## src/rtl/adder_feed.sv

```systemverilog
// adder_feed: stream-to-parallel operand collector for the adder tree.
//
// Gathers NUM words of BITS width from a valid/ready stream into a frame and
// presents the whole frame in parallel with a one-cycle out_valid pulse.
// A frame ends when word NUM-1 is accepted or when a word with in_last is
// accepted. Short frames (in_last before word NUM-1) are either zero-padded
// and emitted, or discarded with a drop_err pulse.
//
// Build option: define ADDER_FEED_PAD_EN to zero-pad and emit short frames;
// leave it undefined to drop them and pulse drop_err.
//
// Ports:
//   clk        rising-edge clock
//   rst        asynchronous active-high reset
//   in_valid   word present on in_data
//   in_data    operand word
//   in_last    final word of a frame (qualified by in_valid)
//   in_ready   block can accept a word (1 whenever rst is low)
//   out_valid  one-cycle pulse, out_data holds a new frame
//   out_data   frame, word i at [i*BITS +: BITS], word 0 first accepted
//   drop_err   one-cycle pulse, a short frame was discarded
//   fill_cnt   words accepted into the current partial frame
//
// state   | meaning
// S_EMPTY | no words held, fill_cnt = 0
// S_FILL  | partial frame held, fill_cnt in 1..NUM-1
module adder_feed #(
  parameter int BITS = 8,
  parameter int NUM  = 16
) (
  input  logic                  clk,
  input  logic                  rst,
  input  logic                  in_valid,
  input  logic [BITS-1:0]       in_data,
  input  logic                  in_last,
  output logic                  in_ready,
  output logic                  out_valid,
  output logic [NUM*BITS-1:0]   out_data,
  output logic                  drop_err,
  output logic [$clog2(NUM):0]  fill_cnt
);

  localparam int CW = $clog2(NUM) + 1;
  localparam logic [CW-1:0] LAST_IDX = CW'(NUM - 1);

  typedef enum logic {S_EMPTY, S_FILL} state_t;

  state_t               state_q, state_d;
  logic [CW-1:0]        cnt_q, cnt_d;
  logic [NUM*BITS-1:0]  buf_q, buf_d;
  logic [NUM*BITS-1:0]  out_q, out_d;
  logic                 ov_q, ov_d;
  logic                 de_q, de_d;

  logic                 accept;
  logic                 at_last;
  logic                 frame_end;
  logic                 short_end;
  logic                 emit;
  logic                 drop;
  logic [NUM*BITS-1:0]  frame_w;

  assign in_ready  = ~rst;
  assign accept    = in_valid & in_ready;
  assign at_last   = (cnt_q == LAST_IDX);
  assign frame_end = accept & (at_last | in_last);
  assign short_end = frame_end & ~at_last;

  // Buffer with the incoming word merged in. Slots above the write index are
  // always zero because the buffer clears at every frame end, which is what
  // makes a padded short frame come out correctly.
  always_comb begin
    frame_w = buf_q;
    for (int i = 0; i < NUM; i++) begin
      if (cnt_q == CW'(i)) frame_w[i*BITS +: BITS] = in_data;
    end
  end

  always_ff @(posedge clk or posedge rst) begin
    if (rst) begin
      state_q <= S_EMPTY;
      cnt_q   <= '0;
      buf_q   <= '0;
      out_q   <= '0;
      ov_q    <= 1'b0;
      de_q    <= 1'b0;
    end else begin
      state_q <= state_d;
      cnt_q   <= cnt_d;
      buf_q   <= buf_d;
      out_q   <= out_d;
      ov_q    <= ov_d;
      de_q    <= de_d;
    end
  end

  always_comb begin
    state_d = state_q;
    case (state_q)
      S_EMPTY: if (accept && !frame_end) state_d = S_FILL;
      S_FILL:  if (frame_end)            state_d = S_EMPTY;
      default:                           state_d = S_EMPTY;
    endcase

    cnt_d = cnt_q;
    buf_d = buf_q;
    if (frame_end) begin
      cnt_d = '0;
      buf_d = '0;
    end else if (accept) begin
      cnt_d = cnt_q + 1'b1;
      buf_d = frame_w;
    end
  end

  always_comb begin
`ifdef ADDER_FEED_PAD_EN
    emit = frame_end;
    drop = 1'b0;
`else
    emit = frame_end & ~short_end;
    drop = short_end;
`endif
    out_d = emit ? frame_w : out_q;
    ov_d  = emit;
    de_d  = drop;
  end

  assign out_valid = ov_q;
  assign out_data  = out_q;
  assign drop_err  = de_q;
  assign fill_cnt  = cnt_q;

endmodule
```

## config.mk

```make
export PLATFORM = sky130hd
export DESIGN_NAME = adder_feed
export DESIGN_NICKNAME = d
export VERILOG_FILES = /design/src/rtl/adder_feed.sv
export SDC_FILE = /design/constraint.sdc
export NUM_CORES = 1
export LEC_CHECK = 0
export BUFFER_PORTS_ARGS = -buffer_cell sky130_fd_sc_hd__clkbuf_2
export CAP_MARGIN = 10
export CORE_MARGIN = 2
export CORE_UTILIZATION = 60
export CTS_BUF_LIST = sky130_fd_sc_hd__clkbuf_4 sky130_fd_sc_hd__clkbuf_8
export CTS_CLUSTER_DIAMETER = 100
export DETAILED_ROUTE_END_ITERATION = 10
export PLACE_DENSITY = 0.83
export SLEW_MARGIN = 20
export SYNTH_ARGS = -nofsm -noshare
export SYNTH_HDL_FRONTEND = slang
export SYNTH_SLANG_ARGS = --single-unit
```

## constraint.sdc

```tcl
create_clock -name clk -period 12.6 [get_ports clk]
set_clock_uncertainty 0.1 [all_clocks]
set_input_delay 2.52 -clock clk [delete_from_list [all_inputs] [get_ports clk]]
set_output_delay 2.52 -clock clk [all_outputs]
set_load 0.01 [all_outputs]
```

==> metrics, run 1 <==
status=completed; Crit Path Category=in -> out; initial drt markers=between 600 and 700; Core ar.=between 15000 and 20000 sq um; WL/cell=21.1 um; crit path capture=in_ready; ANT cells=0; EDFF count, synth=0; Critical Path AT=between 3 and 4 ns; top cell type's share of synthesized area=0.578; vias per inst=6.05; placed insts=1210; sequential area share after synthesis=0.578; Worst VDD drop=118 uV; RSZ-0062 raised after global routing=false; post-synth cell types=35; sequential cell area=6380 sq um; port buffer count=between 100 and 150; post-synthesis adder-cell area fraction=0.00567; largest fanout on the critical path=between 90 and 100; Synth Area in Compound Gates=0.173; combinational family with the most area after synthesis=compound AO/OA/AOI/OAI gates; Ys Warns=0; Synth Instances=roughly 910; power density cells=141 nW/um^2; CTS Buf Count=43; Area Growth Syn to Fin=13.4%; clk_lat worst skew=0.53 ns; initial antenna violation count=0; overall global routing resource usage=0.286; Tightest Pin Transition=roughly 1.2 ns; post-synthesis xor/xnor area fraction=0.000794; GP Congestion=between 0.7 and 0.8; Syn Nets=slightly above 900; Worst Setup End Kind=output port; post-synthesis async set-or-reset flop share=1.00; synthesized cell area=11000 sq um; vias in the first global route=just under 8000; Synth Area in Simple Gates=0.0788; slack of the worst reg-to-reg path=about 9.6 ns; Pre-antenna DRT Iters=5; Worst Setup Start Kind=primary input; Post-DRT Antenna Nets=0; # fillers=1308; hold buffers post-CTS=0; Fmax=~0.17 GHz; final wirelength=about 27000 um; die footprint=~19000 sq um; Synth Flop Type=dfrtp_1; largest net degree at the start of global routing=250; fin nets=1043; worst-case reg-to-reg path depth=6; final setup violation count=0; max-slew violations=0; first-pass GRT wire length=between 40000 and 50000 um; Synth Register Bits=around 260; RR Startpoint=fill_cnt[2]; clock root cell=clkbuf_8; die height=roughly 140 um; Final Hold Vio Count=0; H-Tree Depth=2; Worst setup startpoint=rst; Initial Utilization=0.612; vias=between 7000 and 8000; post-synthesis mux area share=0.117; CTS max path bufs=3; Post-CTS Setup Bufs=0; CTS clk-pin slew, worst paths=0.06 ns; Placement Rows=approximately 50; die width=approximately 140 um; top cells by area, synth=dfrtp_1, mux2i_1, o2bb2ai_1; post-layout min period=6.05 ns; layout cell share with drive strength beyond 1=0.247; I/O pins=148; Yosys top cell by area=dfrtp_1; hold crit path type=reg -> reg; CTS sink cnt=approximately 260; setup TNS=0 ns; final worst path period share=0.480; syn avg cell area=between 10 and 15 sq um; CTS tree=built; Multi-input gate area=4140 sq um; post-route DRC violation count=0; Required @ worst endpoint=roughly 10 ns; PostCTS Resize Cnt=0; max cap viols=0; Worst slew margin=0.217; post-DP HPWL=about 16000 um; gr ovfl total=0; total leakage power=between 5 and 6 nW; worst reg2reg path endpoint=buf_q[70]; Final Non-Filler Cells=1281
==> registers in the layout, indices dropped and copies added, names as in the netlist <==
register   cells
buf_q        120
drop_err       1
out_valid      1
out_data     128
fill_cnt       5
==> worst min-delay path by stage <==
| stage | start | to | cells after the start |
|---|---|---|---|
| after floorplan | buf_q[0] | buf_q[0] | 1 |
| after global placement | out_data[96] | out_data[96] | 2 |
| after detailed placement | out_data[101] | out_data[101] | 2 |
| after CTS | out_data[101] | out_data[101] | 2 |
| after global routing | buf_q[95] | buf_q[95] | 1 |
| final | out_data[106] | out_data[106] | 2 |
==> power by group <==
part	total, mW	internal, mW	leakage [nW]	switching [mW]
registers	0.856	0.838	3.55	0.0176
logic	0.146	0.0503	1.72	0.0956
clock network	0.765	0.441	0.474	0.324
total	1.77	1.33	5.74	0.437
==> routing by layer <==
metal  up-vias  share of wire  GRT usage
met5         -              0          0
met4         0          0.023     0.0874
met3        58          0.066     0.0530
met2       285           0.47      0.441
met1      3900           0.44      0.420
li1       3508              -          -
==> layout by cell type (no fill, tap or decap), types with 5 or more instances in the layout <==
cell type / n
and4bb_1: 7
buf_4: 5
clkbuf_2: 147
clkbuf_4: 12
clkbuf_8: 51
clkinv_2: 6
dfrtp_1: 255
ha_1: 5
mux2_2: 8
mux2i_1: 120
nand2_1: 134
nand2_2: 5
o21ai_0: 35
o21ai_1: 88
o21ai_4: 12
o2bb2ai_1: 120
==> synth_stat cells (6+ instances only) <==
| master | count |
|---|---|
| buf_4 | 6 |
| mux2_2 | 8 |
| nand2_1 | 134 |
| buf_2 | 37 |
| mux2i_1 | 120 |
| o2bb2ai_1 | 120 |
| clkbuf_1 | 23 |
| and4bb_1 | 7 |
| o21ai_1 | 88 |
| o21ai_0 | 35 |
| o21ai_4 | 12 |
| dfrtp_1 | 255 |
| buf_6 | 16 |
==> logic make-up (layout without fill, tap and decap cells) <==
| family | count (synthesis) | in the layout |
|---|---|---|
| AOI/OAI and AO/OA | 261 | 261 |
| xor gates and xnor gates | 1 | 1 |
| adders and majority gates | 5 | 5 |
| buffers and inverters | 87 | 230 |
| DFF | 255 | 255 |
| muxes | 128 | 128 |
| and+or+nand+nor | 172 | 172 |
==> area by class of cell <==
cell class,instances,share of cell area
well taps,229,0.0229
multi-input cells,567,0.331
repair buffers,154,0.0643
clock buffers,63,0.0633
flip-flops and latches,255,0.510
clock inverters,8,0.00720
inverters,5,0.00210
==> metrics by stage <==
stage | power [mW] | setup slack, ns | utilization | hold slack (ns) | cell area, sq um
finish | 1.77 | 6.55 | 0.695 | 0.375 | 12500
global route | 1.83 | 6.40 | 0.695 | 0.397 | 12500
CTS | 1.77 | 6.52 | 0.694 | 0.384 | 12500
detailed placement | 1.01 | 6.52 | 0.645 | 0.371 | 11600
global placement | 1.01 | 6.53 | 0.645 | 0.360 | 11600
floorplan | 0.981 | 2.17 | - | 0.355 | 11000
==> critical path, cell delays in order <==
cell      delay, ns
clkbuf_2       0.15
inv_8          0.48
clkbuf_2       0.25
Note: power is estimated with default switching activity, not from simulation.
==> run 2, diff against run 1 <==
- clock period: 12.6 -> 5.6 ns (I/O delays scaled with it)
==> run 2 against run 1 <==
- utilization fell by 0.39 points
- die area stayed put
- clock power rose by 110%
- sequential power grew 130%
- first-iteration DRC count is 16% lower
- via count is 0.80% lower
==> metrics, run 2 (synthesized netlist as in run 1, its figures left out) <==
status=completed; Post-DRT Antenna Nets=0; final worst path period share=0.616; final wirelength=approximately 26000 um; share of power burned in registers=0.503; final instance area=12400 sq um; CTS Buf Count=40; WL/cell=~21 um; clk_lat worst skew=about 0.55 ns; clock root cell=clkbuf_8; total leakage power=5.70 nW; Worst Setup Start Kind=primary input; post-DP HPWL=between 15000 and 20000 um; Largest register FFs=between 100 and 150; initial drt markers=~560; gr ovfl total=0; vias per inst=6.01; port buffer count=approximately 150; post-layout min period=approximately 3.5 ns; Final Non-Filler Cells=approximately 1300; Worst slew margin=0.353; post-route DRC violation count=0; layout cell share with drive strength beyond 1=0.247; power density cells=roughly 310 nW/um^2; Tightest Pin Transition=~0.97 ns; ANT cells=0; WHS Path Cells=2; internal power=approximately 2.9 mW; Initial Utilization=0.612; vias in the first global route=about 7600; M1 WL=11500 um; H-Tree Depth=2; CTS tree=built; Core ar.=18000 sq um; GP Congestion=approximately 0.8; worst-case reg-to-reg path depth=6; Post-CTS Setup Bufs=0; Placement Rows=just under 50; Crit Path Category=in -> out; Final Hold Vio Count=0; initial antenna violation count=0; CTS sink cnt=around 260; PostCTS Resize Cnt=0; die footprint=a little under 20000 sq um; P_sw=0.967 mW; Worst Setup End Kind=output port; die width=140 um; Pre-antenna DRT Iters=5; Max Used Layer=met4; largest net degree at the start of global routing=between 200 and 250; RSZ-0062 raised after global routing=false; max cap viols=0; vias=slightly below 8000; overall global routing resource usage=0.275; routed wl met2=between 10000 and 15000 um; fin nets=1041; met3 WL=about 1800 um; most common cell after layout, fill and taps aside=dfrtp_1; CTS max path bufs=3; Area Growth Syn to Fin=12.8%; Logic pwr share=0.086; I/O pins=148; placed insts=1211; fin util=0.691; RR Startpoint=fill_cnt[2]; clock share of power=0.411; hold_sp=out_data[117]; Endpoint, Worst Hold=out_data[117]; CTS clk-pin slew, worst paths=roughly 0.060 ns; Fmax=~0.29 GHz; Critical Path AT=between 2 and 2.5 ns; hold buffers post-CTS=0; setup TNS=0 ns; Worst VDD drop=~250 uV; Required @ worst endpoint=4.38 ns; placed cell area=about 12000 sq um; # fillers=about 1300; hold crit path type=reg -> reg; largest fanout on the critical path=36; first-pass GRT wire length=around 42000 um; sw frac=0.253; final setup violation count=0; die height=about 140 um; slack of the worst reg-to-reg path=approximately 2.8 ns; max-slew violations=0; commonest non-fill, non-tap cells in the layout=dfrtp_1, clkbuf_2, nand2_1, mux2i_1, o2bb2ai_1; worst reg2reg path endpoint=buf_q[39]
==> run 2: cell count changes in the layout (fill, tap and decap cells not counted) <==
cell / previous run / this run
buf_8: 0 / 1
bufinv_16: 2 / 0
clkbuf_4: 12 / 15
clkinvlp_4: 0 / 3
clkinv_2: 6 / 5
and2b_2: 0 / 1
clkbuf_8: 51 / 47
and2b_1: 1 / 0
inv_8: 1 / 0
==> run 2: worst max path at each step <==
stage	from	to	slack [ns]	cells after the start
CTS	rst	in_ready	2.11	3
global route	rst	in_ready	1.99	3
finish	rst	in_ready	2.15	3
global placement	rst	in_ready	2.15	3
detailed placement	rst	in_ready	2.11	3
floorplan	rst	in_ready	0.16	1
==> run 2: critical path, cell delays in order <==
cell	delay, ns
clkbuf_2	0.17
clkinvlp_4	0.60
clkbuf_2	0.33
==> run 2: power groups by stage <==
stage	Combinational, mW	Clock (mW)	Sequential (mW)
after global routing	0.354	1.67	1.93
after detailed placement	0.329	0	1.96
after floorplan	0.267	0	1.94
final	0.327	1.57	1.93
after global placement	0.320	0	1.96
after CTS	0.328	1.59	1.92
==> run 2: layout make-up <==
cell class | count | area, sq um | area share
Clock buffer | 62 | 759 | 0.0610
Timing Repair Buffer | 155 | 820 | 0.0658
Tap cell | 229 | 287 | 0.0230
Clock inverter | 7 | 40.0 | 0.00322
Sequential cell | 255 | 6380 | 0.513
Multi-Input combinational cell | 567 | 4140 | 0.333
Inverter | 5 | 22.5 | 0.00181
==> run 2: layer usage <==
| layer | up-vias | GRT usage |
|---|---|---|
| met1 | 3818 | 0.401 |
| met4 | 0 | 0.0805 |
| met3 | 45 | 0.0561 |
| met2 | 323 | 0.426 |
| met5 | - | 0 |
| li1 | 3503 | - |
==> run 2: metrics by stage <==
step	worst slack, ns	total power, mW	hold WS [ns]
final	2.15	3.83	0.375
after floorplan	0.162	2.21	0.355
after global placement	2.15	2.28	0.361
after global routing	1.99	3.96	0.394
after CTS	2.11	3.84	0.382
after detailed placement	2.11	2.28	0.369
==> run 3, diff against run 2 <==
- CORE_UTILIZATION: 60 -> 54
- PLACE_DENSITY: 0.83 -> 0.78
- clock period: 5.6 -> 2.75 ns (I/O delays scaled with it)
==> run 3 against run 2 <==
- clock power rose by 120%
- combinational power rose by 120%
- die area rose by 11%
- worst setup slack got worse by 1.8 ns
- utilization fell by 5.4 points
- global-route usage fell by 1.5 points
- wire length rose by 5.9%
- largest cell class unchanged
- sequential share of layout area fell by 1.6 points
==> metrics, run 3 (synthesized netlist as in run 1, its figures left out) <==
Fmax=0.423 GHz; Worst slew margin=0.359; Core ar.=just over 20000 sq um; largest net degree at the start of global routing=143; post-DP HPWL=17900 um; final setup violation count=0; fin util=0.637; met1 usage=0.379; slowest stage delay, CP=around 0.75 ns; layout cell share with drive strength beyond 1=0.273; CTS Buf Count=42; power density cells=approximately 620 nW/um^2; GRT met2 Usage=0.408; die footprint=roughly 22000 sq um; Worst VDD drop=just over 300 uV; Crit Path Category=reg -> reg; gr ovfl total=0; Initial Utilization=0.547; Placement Setup Slack=~0.42 ns; max-slew violations=0; Critical Path AT=about 2.7 ns; Placement Rows=52; Area Growth Syn to Fin=16.4%; Final Hold Vio Count=0; CTS clk-pin slew, worst paths=roughly 0.060 ns; overall global routing resource usage=0.260; initial antenna violation count=0; vias per inst=5.70; WL/cell=slightly above 20 um; final worst path period share=0.860; vias=slightly below 8000; final wirelength=about 28000 um; most common cell after layout, fill and taps aside=dfrtp_1; port buffer count=roughly 150; max cap viols=0; grt met3 use=0.0475; commonest non-fill, non-tap cells in the layout=dfrtp_1, clkbuf_2, nand2_1, mux2i_1, o2bb2ai_1; first-pass GRT wire length=between 40000 and 50000 um; H-Tree Depth=2; largest fanout on the critical path=35; Worst Setup Start Kind=flip-flop; RSZ-0062 raised after global routing=false; Largest register FFs=128; clk_lat worst skew=roughly 0.55 ns; Post-DRT Antenna Nets=0; placed cell area=roughly 12000 sq um; CTS sink cnt=about 260; CTS tree=built; Worst Setup End Kind=flip-flop; clock root cell=clkbuf_8; total power=roughly 8 mW; PostCTS Resize Cnt=0; post-route DRC violation count=0; GP Congestion=0.816; die height=147 um; die width=between 100 and 150 um; fin nets=1076; critical-path cell list=inv_1 > ha_1 > nand3b_1 > buf_12 > buf_4 > nand2_1 > o21ai_1; Tightest Pin Transition=0.962 ns; CP max-delay cell=dfrtp_1; worst-case reg-to-reg path depth=7; global route hottest layer=met2; PnR worst setup slack=between 0.3 and 0.4 ns; hold buffers post-CTS=0; CTS max path bufs=3; initial drt markers=613; Pre-antenna DRT Iters=5; final instance area=around 13000 sq um; total leakage power=around 5.9 nW; vias in the first global route=around 7700; Post-CTS Setup Bufs=0; hold crit path type=in -> async; status=completed; I/O pins=approximately 150; Required @ worst endpoint=3.10 ns; ANT cells=0; post-layout min period=2.36 ns
## run 3: cell count changes in the layout (fill, tap and decap cells not counted), sizes merged
cell,delta
clkinv,-2
clkinvlp,-2
buf,+33
clkbuf,+8
## run 3: stage by stage
| stage | instances | TNS, ns | hold slack, ns |
|---|---|---|---|
| 2_1_floorplan | 909 | -332.07 | 0.355 |
| 3_3_place_gp | 1285 | 0 | 0.360 |
| 3_5_place_dp | 1285 | 0 | 0.372 |
| 4_1_cts | 1358 | 0 | 0.232 |
| 5_1_grt | 1358 | 0 | 0.269 |
| 6_report | 1358 | 0 | 0.227 |
## run 3: layer usage
metal | up-vias | share of wire
met5 | - | 0
met4 | 0 | 0.019
met3 | 41 | 0.061
met2 | 277 | 0.47
met1 | 3861 | 0.45
li1 | 3555 | -
## run 3: path summary, 6_finish.rpt
check,end,start,slack (ns)
setup / recovery,out_data[82],fill_cnt[4],0.39
hold / removal,out_data[92],rst,0.23
setup reg to reg,out_data[82],fill_cnt[4],0.39
hold reg to reg,out_data[105],out_data[105],0.38
max in group asynchronous,out_data[67],rst,1.49
min in group clk,fill_cnt[2],in_valid,0.30
## run 3: report_power, final
part / total, mW / leakage (nW) / internal [mW] / switching, mW
Sequential: 3.91 / 3.55 / 3.84 / 0.0708
Clock: 3.39 / 0.468 / 1.94 / 1.45
Combinational: 0.717 / 1.89 / 0.257 / 0.460
Total: 8.02 / 5.91 / 6.03 / 1.98
## run 3: worst max-delay path: cells and delay by family, from the launching register on
family | cells | cell delay (ns)
AOI/OAI and AO/OA | 1 | 0.09
adders and majority gates | 1 | 0.30
buffers and inverters | 3 | 0.71
DFF | 1 | 0.75
and+or+nand+nor | 2 | 0.31
## run 3: final cells by class
type	instances	area (sq um)
fillers	1622	7330
flip-flops and latches	255	6380
multi-input cells	567	4140
repair buffers	188	1090
clock buffers	70	851
well taps	270	338
inverters	5	22.5
clock inverters	3	15.0
